## config.mk

```make
export PLATFORM = sky130hd
export DESIGN_NAME = uart_byte_fifo
export DESIGN_NICKNAME = d
export VERILOG_FILES = /design/src/rtl/uart_byte_fifo.sv
export SDC_FILE = /design/constraint.sdc
export NUM_CORES = 1
export LEC_CHECK = 0
export BUFFER_PORTS_ARGS = -buffer_cell sky130_fd_sc_hd__buf_2
export CAP_MARGIN = 20
export CORE_MARGIN = 3
export CORE_UTILIZATION = 45
export CTS_BUF_LIST = sky130_fd_sc_hd__clkbuf_8
export CTS_CLUSTER_SIZE = 40
export DETAILED_ROUTE_END_ITERATION = 10
export GPL_ROUTABILITY_DRIVEN = 1
export HOLD_SLACK_MARGIN = 0.15
export MAX_ROUTING_LAYER = met4
export PLACE_DENSITY = 0.62
export SETUP_SLACK_MARGIN = 0.05
export SLEW_MARGIN = 20
export SYNTH_ARGS = -nofsm -noshare
export SYNTH_HDL_FRONTEND = slang
export SYNTH_SLANG_ARGS = --single-unit
```

## constraint.sdc

```tcl
create_clock -name clk_i -period 5.2 [get_ports clk_i]
set_clock_uncertainty 0.1 [all_clocks]
set_input_delay 0.26 -clock clk_i [delete_from_list [all_inputs] [get_ports clk_i]]
set_output_delay 0.26 -clock clk_i [all_outputs]
set_load 0.02 [all_outputs]
```

## src/rtl/uart_byte_fifo.sv

```systemverilog
// Byte FIFO between uart_rx and uart_tx in the echo path.
// First-word-fall-through read side; bytes arriving while full are dropped and flagged.
module uart_byte_fifo #(
  parameter int unsigned DATA_W    = 8,
  parameter int unsigned DEPTH     = 16,
  parameter int unsigned AFULL_LVL = 12
) (
  input  logic                     clk_i,
  input  logic                     arst_n_i,
  input  logic [DATA_W-1:0]        s_data_i,
  input  logic                     s_valid_i,
  output logic                     s_ready_o,
  output logic [DATA_W-1:0]        m_data_o,
  output logic                     m_valid_o,
  input  logic                     m_ready_i,
  output logic [$clog2(DEPTH):0]   level_o,
  output logic                     afull_o,
  output logic                     overrun_o,
  input  logic                     clr_overrun_i
);

  localparam int unsigned AW = $clog2(DEPTH);
  localparam int unsigned PW = AW + 1;
  localparam logic [PW-1:0] AfullLvl = PW'(AFULL_LVL);

  logic [DATA_W-1:0] mem_q [DEPTH];
  logic [PW-1:0]     wr_ptr_q, wr_ptr_d;
  logic [PW-1:0]     rd_ptr_q, rd_ptr_d;
  logic              overrun_q, overrun_d;

  logic full, empty, push, pop, drop;

  // Wrap-bit encoding: MSB distinguishes full from empty when indices match.
  always_comb begin
    empty = (wr_ptr_q == rd_ptr_q);
    full  = (wr_ptr_q[AW] != rd_ptr_q[AW]) && (wr_ptr_q[AW-1:0] == rd_ptr_q[AW-1:0]);
    push  = s_valid_i && !full;
    drop  = s_valid_i && full;
    pop   = !empty && m_ready_i;
  end

  always_comb begin
    wr_ptr_d  = push ? wr_ptr_q + PW'(1) : wr_ptr_q;
    rd_ptr_d  = pop  ? rd_ptr_q + PW'(1) : rd_ptr_q;
    // A drop in the same cycle as a clear keeps the flag set.
    overrun_d = drop ? 1'b1 : (clr_overrun_i ? 1'b0 : overrun_q);
  end

  always_ff @(posedge clk_i or negedge arst_n_i) begin
    if (!arst_n_i) begin
      wr_ptr_q  <= '0;
      rd_ptr_q  <= '0;
      overrun_q <= 1'b0;
    end else begin
      wr_ptr_q  <= wr_ptr_d;
      rd_ptr_q  <= rd_ptr_d;
      overrun_q <= overrun_d;
    end
  end

  // Storage is deliberately not reset.
  always_ff @(posedge clk_i) begin
    if (push) begin
      mem_q[wr_ptr_q[AW-1:0]] <= s_data_i;
    end
  end

  always_comb begin
    s_ready_o = !full;
    m_valid_o = !empty;
    m_data_o  = mem_q[rd_ptr_q[AW-1:0]];
    level_o   = wr_ptr_q - rd_ptr_q;
    afull_o   = (level_o >= AfullLvl);
    overrun_o = overrun_q;
  end

endmodule

```

==> flow_summary_export.csv <==
group,metric,value,unit
clock_network,cts_tree,"done",
power,peakVddDrop,0.249,mV
global_route,grt_pass1_wl,18000,µm
drt,drtAntennaViolNets,0,
placement,io_buffers,29,
min_path,min_path_type,"input pin to flop",
global_route,grtUsageTotal,18.3,%
critical_path,critical_path_peak_fanout,20,
critical_path,setup.worst_path.end_class,"flop",
die,dieArea,14200,µm²
timing,rsz0062_at_grt,"false",
placement,gp_congestion,0.920,
die,ios,30,
min_path,hp-start,"m_ready_i",
critical_path,cp-startpoint,"rd_ptr_q[1]$_DFFE_PN0P_",
synthesis,syn_avg_cell_area,18.7,µm²
clock_network,cts_root_buffer,"clkbuf_8",
global_route,overflow,0,
critical_path,max_stage_delay,980,ps
drt,wire_per_inst,21.8,µm
drt,drtPass1Iterations,5,
timing,setup_violations,0,
clock_network,cts.path.max_buffers,2,
synthesis,syn-cell-area,5760,µm²
critical_path,regToRegStartpoint,"rd_ptr_q[1]$_DFFE_PN0P_",
synthesis,synth_cell_types,37,
global_route,antenna_found_initial,0,
timing,timing.setup.tns,0,ps
outcome,run_status,"complete, no violations",
die,rows,40,
clock_network,cts_made_buffers,17,
cells_and_area,syn_to_final_growth,14.3,%
timing,finalCritPeriodShare,73.1,%
synthesis,ys.warnings.count,0,
drt,dr.first_iter.drc_count,215,
timing,finalHoldViolations,0,
die,die_w,119,µm
critical_path,crit_arrival,3750,ps
cells_and_area,fin_nets,379,
die,start_util,46.9,%
synthesis,synth-seq-area-share,71.5,%
global_route,grt_start_max_net_pins,44,
global_route,grt_pass1_vias,3046,
critical_path,worstPathRequired,5150,ps
power,power_density,580,nW/µm²
timing,finalCriticalPeriod,3800,ps
drt,vias,2863,
synthesis,yosys_register_bits,139,
synthesis,synth_edf_count,128,
critical_path,path_class,"flop to flop",
synthesis,syn_nets,331,
timing,slew_violations,0,
critical_path,r2r_slack,1400,ps
timing,fmax,263,MHz
clock_network,cts_setup_buffers,0,
die,coreArea,12300,µm²
synthesis,syn_inst,308,
timing,tightestPinTransition,1120,ps
clock_network,path_clk_slew,70,ps
power,total_power,0.00381,W
clock_network,htree_levels,4,
critical_path,cp_slowest_cell,"dfrtp_1",
critical_path,worstSetupStartpointType,"flop",
drt,drt-total-wl,11700,µm
power,p_leak,2.27,nW
job,maxCapViolCount,0,
timing,worst_slew_margin_rel,25.0,%
synthesis,ys.flop_type,"edfxtp_1",
drt,via_per_inst,5.33,
clock_network,clock-sinks,139,
drt,drc,0,
critical_path,path_cells,"inv_1, ha_1, and4_1, a21boi_2, nand2_1, nor3_1",
cells_and_area,n_antenna_cell,0,
cells_and_area,layout-drive-gt1-share,24.4,%
placement,dp_hpwl,7570,µm
clock_network,clk_latency,430,ps
synthesis,synthArstFlopShare,7.91,%
die,die_y,119,µm
## sequential cells by signal, indices dropped and copies added (netlist names)
signal	cells
wr_ptr_q	5
overrun_o	1
rd_ptr_q	5
mem_q	128
## synthesized netlist by cell type, drive strengths merged, types with 4 or more instances
| cell type | instances | area share [%] |
|---|---|---|
| nor3 | 4 | 0.35 |
| buf | 12 | 1.8 |
| nor2 | 4 | 0.26 |
| nor4 | 4 | 0.43 |
| ha | 9 | 2.0 |
| clkbuf | 4 | 0.26 |
| mux2i | 24 | 4.2 |
| edfxtp | 128 | 67 |
| dfrtp | 11 | 4.8 |
| xnor2 | 9 | 1.4 |
| o21ai | 20 | 1.7 |
| inv | 13 | 0.85 |
| mux4 | 24 | 9.9 |
| nand2 | 8 | 0.52 |
| a221oi | 8 | 1.3 |
## cells by family after synthesis
family,Yosys count,share of synthesized area (%)
xor+xnor,12,1.83
fa+ha+maj,10,2.30
simple gates,36,3.33
compound gates,34,3.96
mux,48,14.1
buf+inv,29,2.96
flops,139,71.5
## per-layer routing
metal	GRT usage [%]	routed length [µm]	up-vias
li1	-	-	1327
met1	22.0	4950	1476
met2	30.1	6260	44
met3	4.13	316	16
met4	7.02	187	0
met5	-	0	-
## final timing paths
kind | endpoint | cells after the start
setup / recovery | mem_q[6][7]$_DFFE_PP_ | 6
hold / removal | rd_ptr_q[0]$_DFFE_PN0P_ | 3
setup reg to reg | mem_q[6][7]$_DFFE_PP_ | 6
hold reg to reg | rd_ptr_q[4]$_DFFE_PN0P_ | 1
max in group asynchronous | rd_ptr_q[0]$_DFFE_PN0P_ | 3
min in group asynchronous | overrun_o$_DFFE_PN0P_ | 3
## critical path: cells and delay by family (launching register included)
kind	cells	cell delay, ps
DFF	1	980
buffers and inverters	1	220
adders and majority gates	1	350
AOI/OAI and AO/OA	1	380
and+or+nand+nor	3	1380
## layout make-up
cell class / instances / area (µm²)
inverter: 13 / 48.8
tap: 168 / 210
clock buffer: 17 / 234
timing repair buffer: 45 / 295
sequential: 139 / 4120
multi-input combinational: 140 / 1500
clock inverter: 15 / 174
fill: 988 / 5680
## report_power, final
group          switching [W]  internal, W
clock               0.000408     0.000472
sequential          0.000132      0.00137
combinational       0.000859     0.000577
total                0.00140      0.00242
## metrics by stage
stage                     utilization [%]  worst slack (ps)  hold slack [ps]  instance area, µm²  cells
after floorplan                         -              1980             -136                5760    308
after global routing                 53.6              1210              168                6580    537
after CTS                            53.5              1390              158                6560    537
after global placement               49.2              1540             53.3                6030    493
after detailed placement             49.2              1400             56.0                6030    493
final                                53.6              1400              186                6580    537
## cell usage in the layout, fill, tap and decap left out, drive strengths merged
| cell type | n |
|---|---|
| o21a | 1 |
| and4 | 1 |
| nand2 | 8 |
| nand3 | 2 |
| inv | 16 |
| clkbuf | 17 |
| nor2 | 4 |
| a21oi | 1 |
| xnor2 | 9 |
| ha | 9 |
| buf | 33 |
| nand4 | 3 |
| dfrtp | 11 |
| and2 | 3 |
| a21boi | 2 |
| nor4 | 4 |
| a21o | 1 |
| a221oi | 8 |
| clkinvlp | 7 |
| xor2 | 3 |
| o21ai | 20 |
| nor2b | 2 |
| mux4 | 24 |
| fa | 1 |
| bufinv | 3 |
| nand3b | 1 |
| or3 | 1 |
| mux2i | 24 |
| nor3 | 4 |
| a31o | 1 |
| and3 | 3 |
| clkinv | 2 |
| dlygate4sd3 | 12 |
| edfxtp | 128 |
## timing repair
| item | in CTS | in global routing |
|---|---|---|
| hold endpoints to repair | 135 | 0 |
| hold buffers | 12 | 0 |
| gates resized for setup | 0 | 0 |
| setup endpoints to repair | 0 | 0 |
Power figures use the tool's default switching activity.
